[src/rtl/cpu_pkg.sv]
`default_nettype none
// ============================================================================
//  Module : cpu_pkg
//  Brief  : Shared constants, fetch-FSM state encoding and opcode helper used
//           by the IF/ID stage and its sub-modules.
//  Rev    : 1.0  initial release
// ============================================================================
package cpu_pkg;

    localparam logic [15:0] C_RESET_PC    = 16'h0000;
    localparam logic [15:0] C_NOP_INSTR   = 16'b00001_00000000000;
    localparam logic [4:0]  C_HALT_OPCODE = 5'b00000;

    typedef enum logic [1:0] {
        ST_FETCH = 2'd0,   // request outstanding at pc
        ST_DROP  = 2'd1,   // cancelled request still in flight
        ST_HOLD  = 2'd2,   // response parked in skid buffer during a stall
        ST_HALT  = 2'd3    // HALT handed to decode, fetch stopped
    } fetch_state_t;

    function automatic logic is_halt(input logic [15:0] instr);
        return instr[15:11] == C_HALT_OPCODE;
    endfunction

endpackage
`default_nettype wire

[src/rtl/dff1.sv]
`default_nettype none
// ============================================================================
//  Module : dff1
//  Brief  : 1-bit enabled flop with synchronous active-high reset.
//  Ports  : clk, rst, en, d -> q
//  Rev    : 1.0  initial release
// ============================================================================
module dff1 #(
    parameter logic RST_VAL = 1'b0
) (
    input  logic clk,
    input  logic rst,
    input  logic en,
    input  logic d,
    output logic q
);
    always_ff @(posedge clk) begin
        if (rst)     q <= RST_VAL;
        else if (en) q <= d;
    end
endmodule
`default_nettype wire

[src/rtl/dff16.sv]
`default_nettype none
// ============================================================================
//  Module : dff16
//  Brief  : 16-bit enabled register with synchronous active-high reset.
//  Ports  : clk, rst, en, d[15:0] -> q[15:0]
//  Rev    : 1.0  initial release
// ============================================================================
module dff16 #(
    parameter logic [15:0] RST_VAL = 16'h0000
) (
    input  logic        clk,
    input  logic        rst,
    input  logic        en,
    input  logic [15:0] d,
    output logic [15:0] q
);
    always_ff @(posedge clk) begin
        if (rst)     q <= RST_VAL;
        else if (en) q <= d;
    end
endmodule
`default_nettype wire

[src/rtl/ifid_skid_buf.sv]
`default_nettype none
// ============================================================================
//  Module : ifid_skid_buf
//  Brief  : One-entry skid buffer {instr, pc+2, valid} that parks a fetch
//           response arriving while decode is stalled.
//  Ports  : clk, rst, load, clear, instr_in, pc_plus2_in
//           -> instr_out, pc_plus2_out, valid_out
//  Rev    : 1.0  initial release
// ============================================================================
module ifid_skid_buf (
    input  logic        clk,
    input  logic        rst,
    input  logic        load,
    input  logic        clear,
    input  logic [15:0] instr_in,
    input  logic [15:0] pc_plus2_in,
    output logic [15:0] instr_out,
    output logic [15:0] pc_plus2_out,
    output logic        valid_out
);
    logic        w_en;
    logic [15:0] w_instr_d;
    logic [15:0] w_pc2_d;

    // clear wins over load so a squashed entry can never survive
    assign w_en      = load | clear;
    assign w_instr_d = clear ? 16'h0000 : instr_in;
    assign w_pc2_d   = clear ? 16'h0000 : pc_plus2_in;

    dff16 u_instr (.clk(clk), .rst(rst), .en(w_en), .d(w_instr_d), .q(instr_out));
    dff16 u_pc2   (.clk(clk), .rst(rst), .en(w_en), .d(w_pc2_d),   .q(pc_plus2_out));
    dff1  u_valid (.clk(clk), .rst(rst), .en(w_en), .d(~clear),    .q(valid_out));
endmodule
`default_nettype wire

[src/rtl/ifid_stage.sv]
`default_nettype none
// ============================================================================
//  Module : ifid_stage
//  Brief  : Instruction fetch + IF/ID pipeline register. Owns the PC, talks to
//           a variable-latency instruction memory, absorbs decode stalls with
//           a skid buffer, applies redirects and stops after HALT.
//  Ports  : clk, rst, stall_in, redirect_in, redirect_pc_in[15:0]
//           imem_rd_out, imem_addr_out[15:0], imem_data_in[15:0], imem_ready_in
//           instr_out[15:0], pc_plus2_out[15:0], valid_out, halted_out
//  Rev    : 1.0  initial release
// ============================================================================
module ifid_stage
    import cpu_pkg::*;
#(
    parameter logic [15:0] RESET_PC  = C_RESET_PC,
    parameter logic [15:0] NOP_INSTR = C_NOP_INSTR
) (
    input  logic        clk,
    input  logic        rst,
    input  logic        stall_in,
    input  logic        redirect_in,
    input  logic [15:0] redirect_pc_in,
    output logic        imem_rd_out,
    output logic [15:0] imem_addr_out,
    input  logic [15:0] imem_data_in,
    input  logic        imem_ready_in,
    output logic [15:0] instr_out,
    output logic [15:0] pc_plus2_out,
    output logic        valid_out,
    output logic        halted_out
);
    fetch_state_t r_state, w_state_next;

    logic [15:0] r_pc, r_pend, w_pc_d, w_pend_d, w_pc_plus2;
    logic        w_pc_en, w_pend_en;
    logic        w_buf_load, w_buf_clear;
    logic [15:0] r_buf_instr, r_buf_pc2;
    logic        r_buf_valid;
    logic        w_ifid_load, w_ifid_bubble, w_ifid_valid_d;
    logic [15:0] w_ifid_instr_d, w_ifid_pc2_d, w_instr_reg_d;

    assign w_pc_plus2 = r_pc + 16'd2;   // wraps silently

    // memory-facing outputs depend only on state/pc (and reset)
    assign imem_rd_out   = ~rst & ((r_state == ST_FETCH) | (r_state == ST_DROP));
    assign imem_addr_out = r_pc;
    assign halted_out    = (r_state == ST_HALT);

    always_ff @(posedge clk) begin
        if (rst) r_state <= ST_FETCH;
        else     r_state <= w_state_next;
    end

    always_comb begin
        w_state_next   = r_state;
        w_pc_en        = 1'b0;
        w_pc_d         = r_pc;
        w_pend_en      = 1'b0;
        w_pend_d       = r_pend;
        w_buf_load     = 1'b0;
        w_buf_clear    = 1'b0;
        w_ifid_load    = 1'b0;
        w_ifid_bubble  = 1'b0;
        w_ifid_instr_d = imem_data_in;
        w_ifid_pc2_d   = w_pc_plus2;
        w_ifid_valid_d = 1'b1;
        unique case (r_state)
            ST_FETCH: begin
                if (imem_ready_in) begin
                    w_pc_en = 1'b1;
                    w_pc_d  = w_pc_plus2;
                    if (redirect_in) begin
                        w_pc_d        = redirect_pc_in;
                        w_ifid_bubble = 1'b1;
                    end else if (stall_in) begin
                        w_buf_load   = 1'b1;
                        w_state_next = ST_HOLD;
                    end else begin
                        w_ifid_load = 1'b1;
                        if (is_halt(imem_data_in)) w_state_next = ST_HALT;
                    end
                end else if (redirect_in) begin
                    w_pend_en     = 1'b1;
                    w_pend_d      = redirect_pc_in;
                    w_state_next  = ST_DROP;
                    w_ifid_bubble = 1'b1;
                end else begin
                    w_ifid_bubble = ~stall_in;
                end
            end
            ST_DROP: begin
                w_ifid_bubble = redirect_in | ~stall_in;
                if (redirect_in) begin
                    w_pend_en = 1'b1;
                    w_pend_d  = redirect_pc_in;
                end
                if (imem_ready_in) begin
                    // a redirect arriving with the response is the latest target
                    w_pc_en      = 1'b1;
                    w_pc_d       = redirect_in ? redirect_pc_in : r_pend;
                    w_state_next = ST_FETCH;
                end
            end
            ST_HOLD: begin
                if (redirect_in) begin
                    w_buf_clear   = 1'b1;
                    w_pc_en       = 1'b1;
                    w_pc_d        = redirect_pc_in;
                    w_ifid_bubble = 1'b1;
                    w_state_next  = ST_FETCH;
                end else if (!stall_in) begin
                    w_ifid_load    = 1'b1;
                    w_ifid_instr_d = r_buf_instr;
                    w_ifid_pc2_d   = r_buf_pc2;
                    w_ifid_valid_d = r_buf_valid;
                    w_state_next   = is_halt(r_buf_instr) ? ST_HALT : ST_FETCH;
                end
            end
            ST_HALT: begin
                w_ifid_bubble = redirect_in | ~stall_in;
                if (redirect_in) begin
                    w_pc_en      = 1'b1;
                    w_pc_d       = redirect_pc_in;
                    w_state_next = ST_FETCH;
                end
            end
            default: w_state_next = ST_FETCH;
        endcase
    end

    dff16 #(.RST_VAL(RESET_PC)) u_pc (
        .clk(clk), .rst(rst), .en(w_pc_en), .d(w_pc_d), .q(r_pc));
    dff16 u_pend (
        .clk(clk), .rst(rst), .en(w_pend_en), .d(w_pend_d), .q(r_pend));

    ifid_skid_buf u_skid (
        .clk(clk), .rst(rst), .load(w_buf_load), .clear(w_buf_clear),
        .instr_in(imem_data_in), .pc_plus2_in(w_pc_plus2),
        .instr_out(r_buf_instr), .pc_plus2_out(r_buf_pc2), .valid_out(r_buf_valid));

    // IF/ID register: a bubble rewrites instr/valid but keeps pc_plus2
    assign w_instr_reg_d = w_ifid_load ? w_ifid_instr_d : NOP_INSTR;

    dff16 #(.RST_VAL(NOP_INSTR)) u_ifid_instr (
        .clk(clk), .rst(rst), .en(w_ifid_load | w_ifid_bubble),
        .d(w_instr_reg_d), .q(instr_out));
    dff16 u_ifid_pc2 (
        .clk(clk), .rst(rst), .en(w_ifid_load), .d(w_ifid_pc2_d), .q(pc_plus2_out));
    dff1 u_ifid_valid (
        .clk(clk), .rst(rst), .en(w_ifid_load | w_ifid_bubble),
        .d(w_ifid_load & w_ifid_valid_d), .q(valid_out));
endmodule
`default_nettype wire
[config.mk]
export PLATFORM = sky130hd
export DESIGN_NAME = ifid_stage
export DESIGN_NICKNAME = d
export VERILOG_FILES = /design/src/rtl/cpu_pkg.sv /design/src/rtl/dff1.sv /design/src/rtl/dff16.sv /design/src/rtl/ifid_skid_buf.sv /design/src/rtl/ifid_stage.sv
export SDC_FILE = /design/constraint.sdc
export NUM_CORES = 1
export LEC_CHECK = 0
export BUFFER_PORTS_ARGS = -buffer_cell sky130_fd_sc_hd__clkbuf_2
export CAP_MARGIN = 20
export CORE_ASPECT_RATIO = 2
export CORE_MARGIN = 4
export CORE_UTILIZATION = 53
export DETAILED_ROUTE_END_ITERATION = 12
export GPL_ROUTABILITY_DRIVEN = 0
export PLACE_DENSITY_LB_ADDON = 0.1
export SLEW_MARGIN = 20
export SYNTH_ARGS = -nofsm -noshare
export SYNTH_HDL_FRONTEND = slang
export SYNTH_SLANG_ARGS = --single-unit
[constraint.sdc]
create_clock -name clk -period 1.8 [get_ports clk]
set_input_delay 0.18 -clock clk [delete_from_list [all_inputs] [get_ports clk]]
set_output_delay 0.18 -clock clk [all_outputs]
set_load 0.01 [all_outputs]
==> summary.txt <==
Global route
  • Largest net degree at the start of global routing: 34
  • GRT overflow: 0
  • Vias in the first global route: 4585
  • Antenna violations before repair: 0
  • Tot GR Track Use: 27.2%
  • First-pass GRT wire length: 22300 microns

Power
  • Max VDD drop: 764 uV
  • Pwr Density: 1050 nW/um^2
  • Leak: 0.00224 uW

STA
  • Peak Freq: 564 MHz
  • Slew Limit Headroom: 58.7%
  • Fin Setup TNS: 0 ps
  • RSZ-0062 raised after global routing: no
  • Final hold vios: 0
  • Max Slew Vio Count: 0
  • Clock skew: 9.28 ps
  • Worst-margin pin slew: 604 ps
  • Fin Hold WS: 65.7 ps
  • # setup viols final: 0
  • Period utilization: 98.6%
  • Setup ws final: 25.9 ps
  • Fin crit period: 1770 ps

Floorplan
  • Rows: 48
  • Io pins: 88
  • Initial Utilization: 54.4%
  • Die width: 74.6 microns
  • Core footprint: 8650 sq um
  • DIE HEIGHT: about 140 microns
  • Die area: 10500 sq um

Synthesis
  • Post-synth ARST share: 0%
  • Post-synth cell types: 62
  • Synth Area per Inst: 8.86 sq um
  • Most used DFF post-synth: dfxtp_1
  • Gate Count Post-Synth: about 530
  • Number of synthesized flops with an enable pin: 0
  • Syn_nets: 569
  • Post-synthesis sequential area ratio: 42.6%
  • Netlist Area Pre-Place: 4700 sq um
  • FF+latch count, synth: 100
  • Synth warn: 0

Clock tree
  • Num CTS Buffers: 9
  • H-tree lvl count: 3
  • Deepest clock path buffer count: 2
  • Clk Latency, worst-skew pair: 340 ps
  • CTS tree: yes
  • Clock Sinks: 100
  • CTS resizes: 0
  • Reg clk slew, reported paths: 70 ps
  • Post-CTS setup repair buffer count: 0
  • Hold-fix buffers, CTS: 0
  • Clock root buffer master: clkbuf_16

Worst setup path
  • Crit-path cells: buf_4 > nor2_1 > buf_4 > and2_1 > a2111oi_0 > a211oi_1
  • CP startpoint kind: register
  • Worst EP arrival: just under 2000 ps
  • Worst path required time: 1990 ps
  • Worst path slowest cell: a2111oi_0
  • Cell repeated most along the worst path: buf_4
  • Largest delay share family, worst path: compound AO/OA/AOI/OAI gates
  • Buffers & Inverters on Critical Path: 2
  • Worst setup EP type: register
  • Critical Path Max Stage Delay: approximately 550 ps
  • Critical Setup Path Class: reg -> reg
  • Crit path max fanout: 9

Drt
  • Post-DR vias/cell: 6.31
  • Routed vias: 4624
  • Initial DRC Count: 403
  • Detailed-route wire length per cell: 19.0 microns
  • DR DRC count: 0
  • Final wirelength: roughly 14000 microns
  • Drt first pass iters: 6
  • Post-route antenna net violation count: 0

Placement
  • Place WS: 97.7 ps
  • Dpl cells: 717
  • Hpwl dp: between 10000 and 15000 microns
  • Port Buffers: 87

Final layout
  • Final cell count without fillers: 733
  • Nets: 666
  • Fraction of layout cells with a size suffix above 1: 26.5%
  • Ant. Diodes: 0
  • Fillers: 769
  • Area Growth Syn to Fin: 21.3%

Run status
  • Run status: completed

Run
  • Max-capacitance violation count: 0

Hold path
  • Worst min-delay path class: in -> reg
[cell usage after synthesis, types with 11 or more instances]
cell type    n  area [sq um]
mux2i_1     20           200
o21ai_0     16          80.1
dfxtp_1    100          2000
buf_2       16          80.1
a222oi_1    21           210
nand2b_1    18           113
a22oi_1     12          90.1
o211ai_1    11          82.6
a21oi_1     39           195
nand2_1     40           150
nand3_1     28           140
clkbuf_1    22          82.6
nor2_1      60           225
[per-stage QoR]
stage               utilization, %  instance area, sq um  power (uW)
floorplan                        -                  4700        3530
global placement              62.6                  5410        4090
detailed placement            62.6                  5410        4130
CTS                           66.0                  5710        6020
global route                  66.0                  5710        6280
finish                        66.0                  5710        6010
[layout make-up]
| class | count | area [sq um] | share of cell area (%) |
|---|---|---|---|
| clock buffers | 10 | 229 | 4.01 |
| clock inverters | 6 | 65.1 | 1.14 |
| inverters | 6 | 22.5 | 0.395 |
| multi-input cells | 378 | 2440 | 42.8 |
| flip-flops and latches | 100 | 2000 | 35.1 |
| well taps | 100 | 125 | 2.19 |
| repair buffers | 133 | 818 | 14.3 |
[cell usage in the layout, fill, tap and decap left out, types with 3 or more instances in the layout]
cell type / count
a211oi_1: 9
a21oi_1: 39
a222oi_1: 21
a22oi_1: 12
a311oi_1: 3
and3_1: 9
buf_12: 3
buf_4: 43
clkbuf_16: 9
clkbuf_2: 86
dfxtp_1: 100
inv_1: 3
inv_2: 3
mux2_2: 5
mux2i_1: 20
nand2_1: 40
nand2b_1: 18
nand3_1: 28
nand4b_1: 6
nor2_1: 60
nor3_1: 6
nor4_1: 7
o211ai_1: 11
o21a_1: 4
o21ai_0: 16
o21bai_1: 3
o22ai_1: 9
o311ai_0: 6
o31a_1: 3
xnor2_1: 5
[layer usage]
metal  part of all wire, %  vias up  track usage (%)
li1                      -     2179                -
met1                    36     2228             30.2
met2                    54      179             47.1
met3                   5.6       38             4.71
met4                   4.3        0             14.9
met5                     0        -                0
[path summary, 6_finish.rpt]
| kind | from | to | slack (ps) | cells past startpoint |
|---|---|---|---|---|
| setup / recovery | r_state[0] | u_pc.q[12] | 30 | 6 |
| hold reg to reg | u_skid.u_valid.q | u_skid.u_valid.q | 470 | 2 |
| hold / removal | imem_data_in[5] | u_skid.u_instr.q[5] | 70 | 3 |
| setup reg to reg | r_state[0] | u_pc.q[12] | 30 | 6 |
[worst register-to-register path: stages (launching register included)]
cell       delay, ps
dfxtp_1          360
buf_4            160
nor2_1            90
buf_4            200
and2_1           140
a2111oi_0        550
a211oi_1         110
[cell families after synthesis]
group                      after synthesis  share of synthesized area [%]
AOI/OAI and AO/OA                      152                           23.2
and+or+nand+nor                        194                           21.9
DFF                                    100                           42.6
xor gates and xnor gates                 6                           1.12
muxes                                   25                           5.45
adders and majority gates                1                          0.266
buffers and inverters                   53                           5.45
[power by group]
| group | internal [uW] | switching, uW |
|---|---|---|
| clock network | 1080 | 828 |
| logic | 641 | 908 |
| registers | 2390 | 163 |
[registers in the layout, summed over array words and instances, names as in the netlist, 2 cells and up]
name / cells
u_skid.u_instr.q: 16
u_pc.q: 16
u_ifid_instr.q: 16
u_skid.u_pc2.q: 16
u_pend.q: 16
r_state: 2
u_ifid_pc2.q: 16
Note: power is estimated with default switching activity, not from simulation.
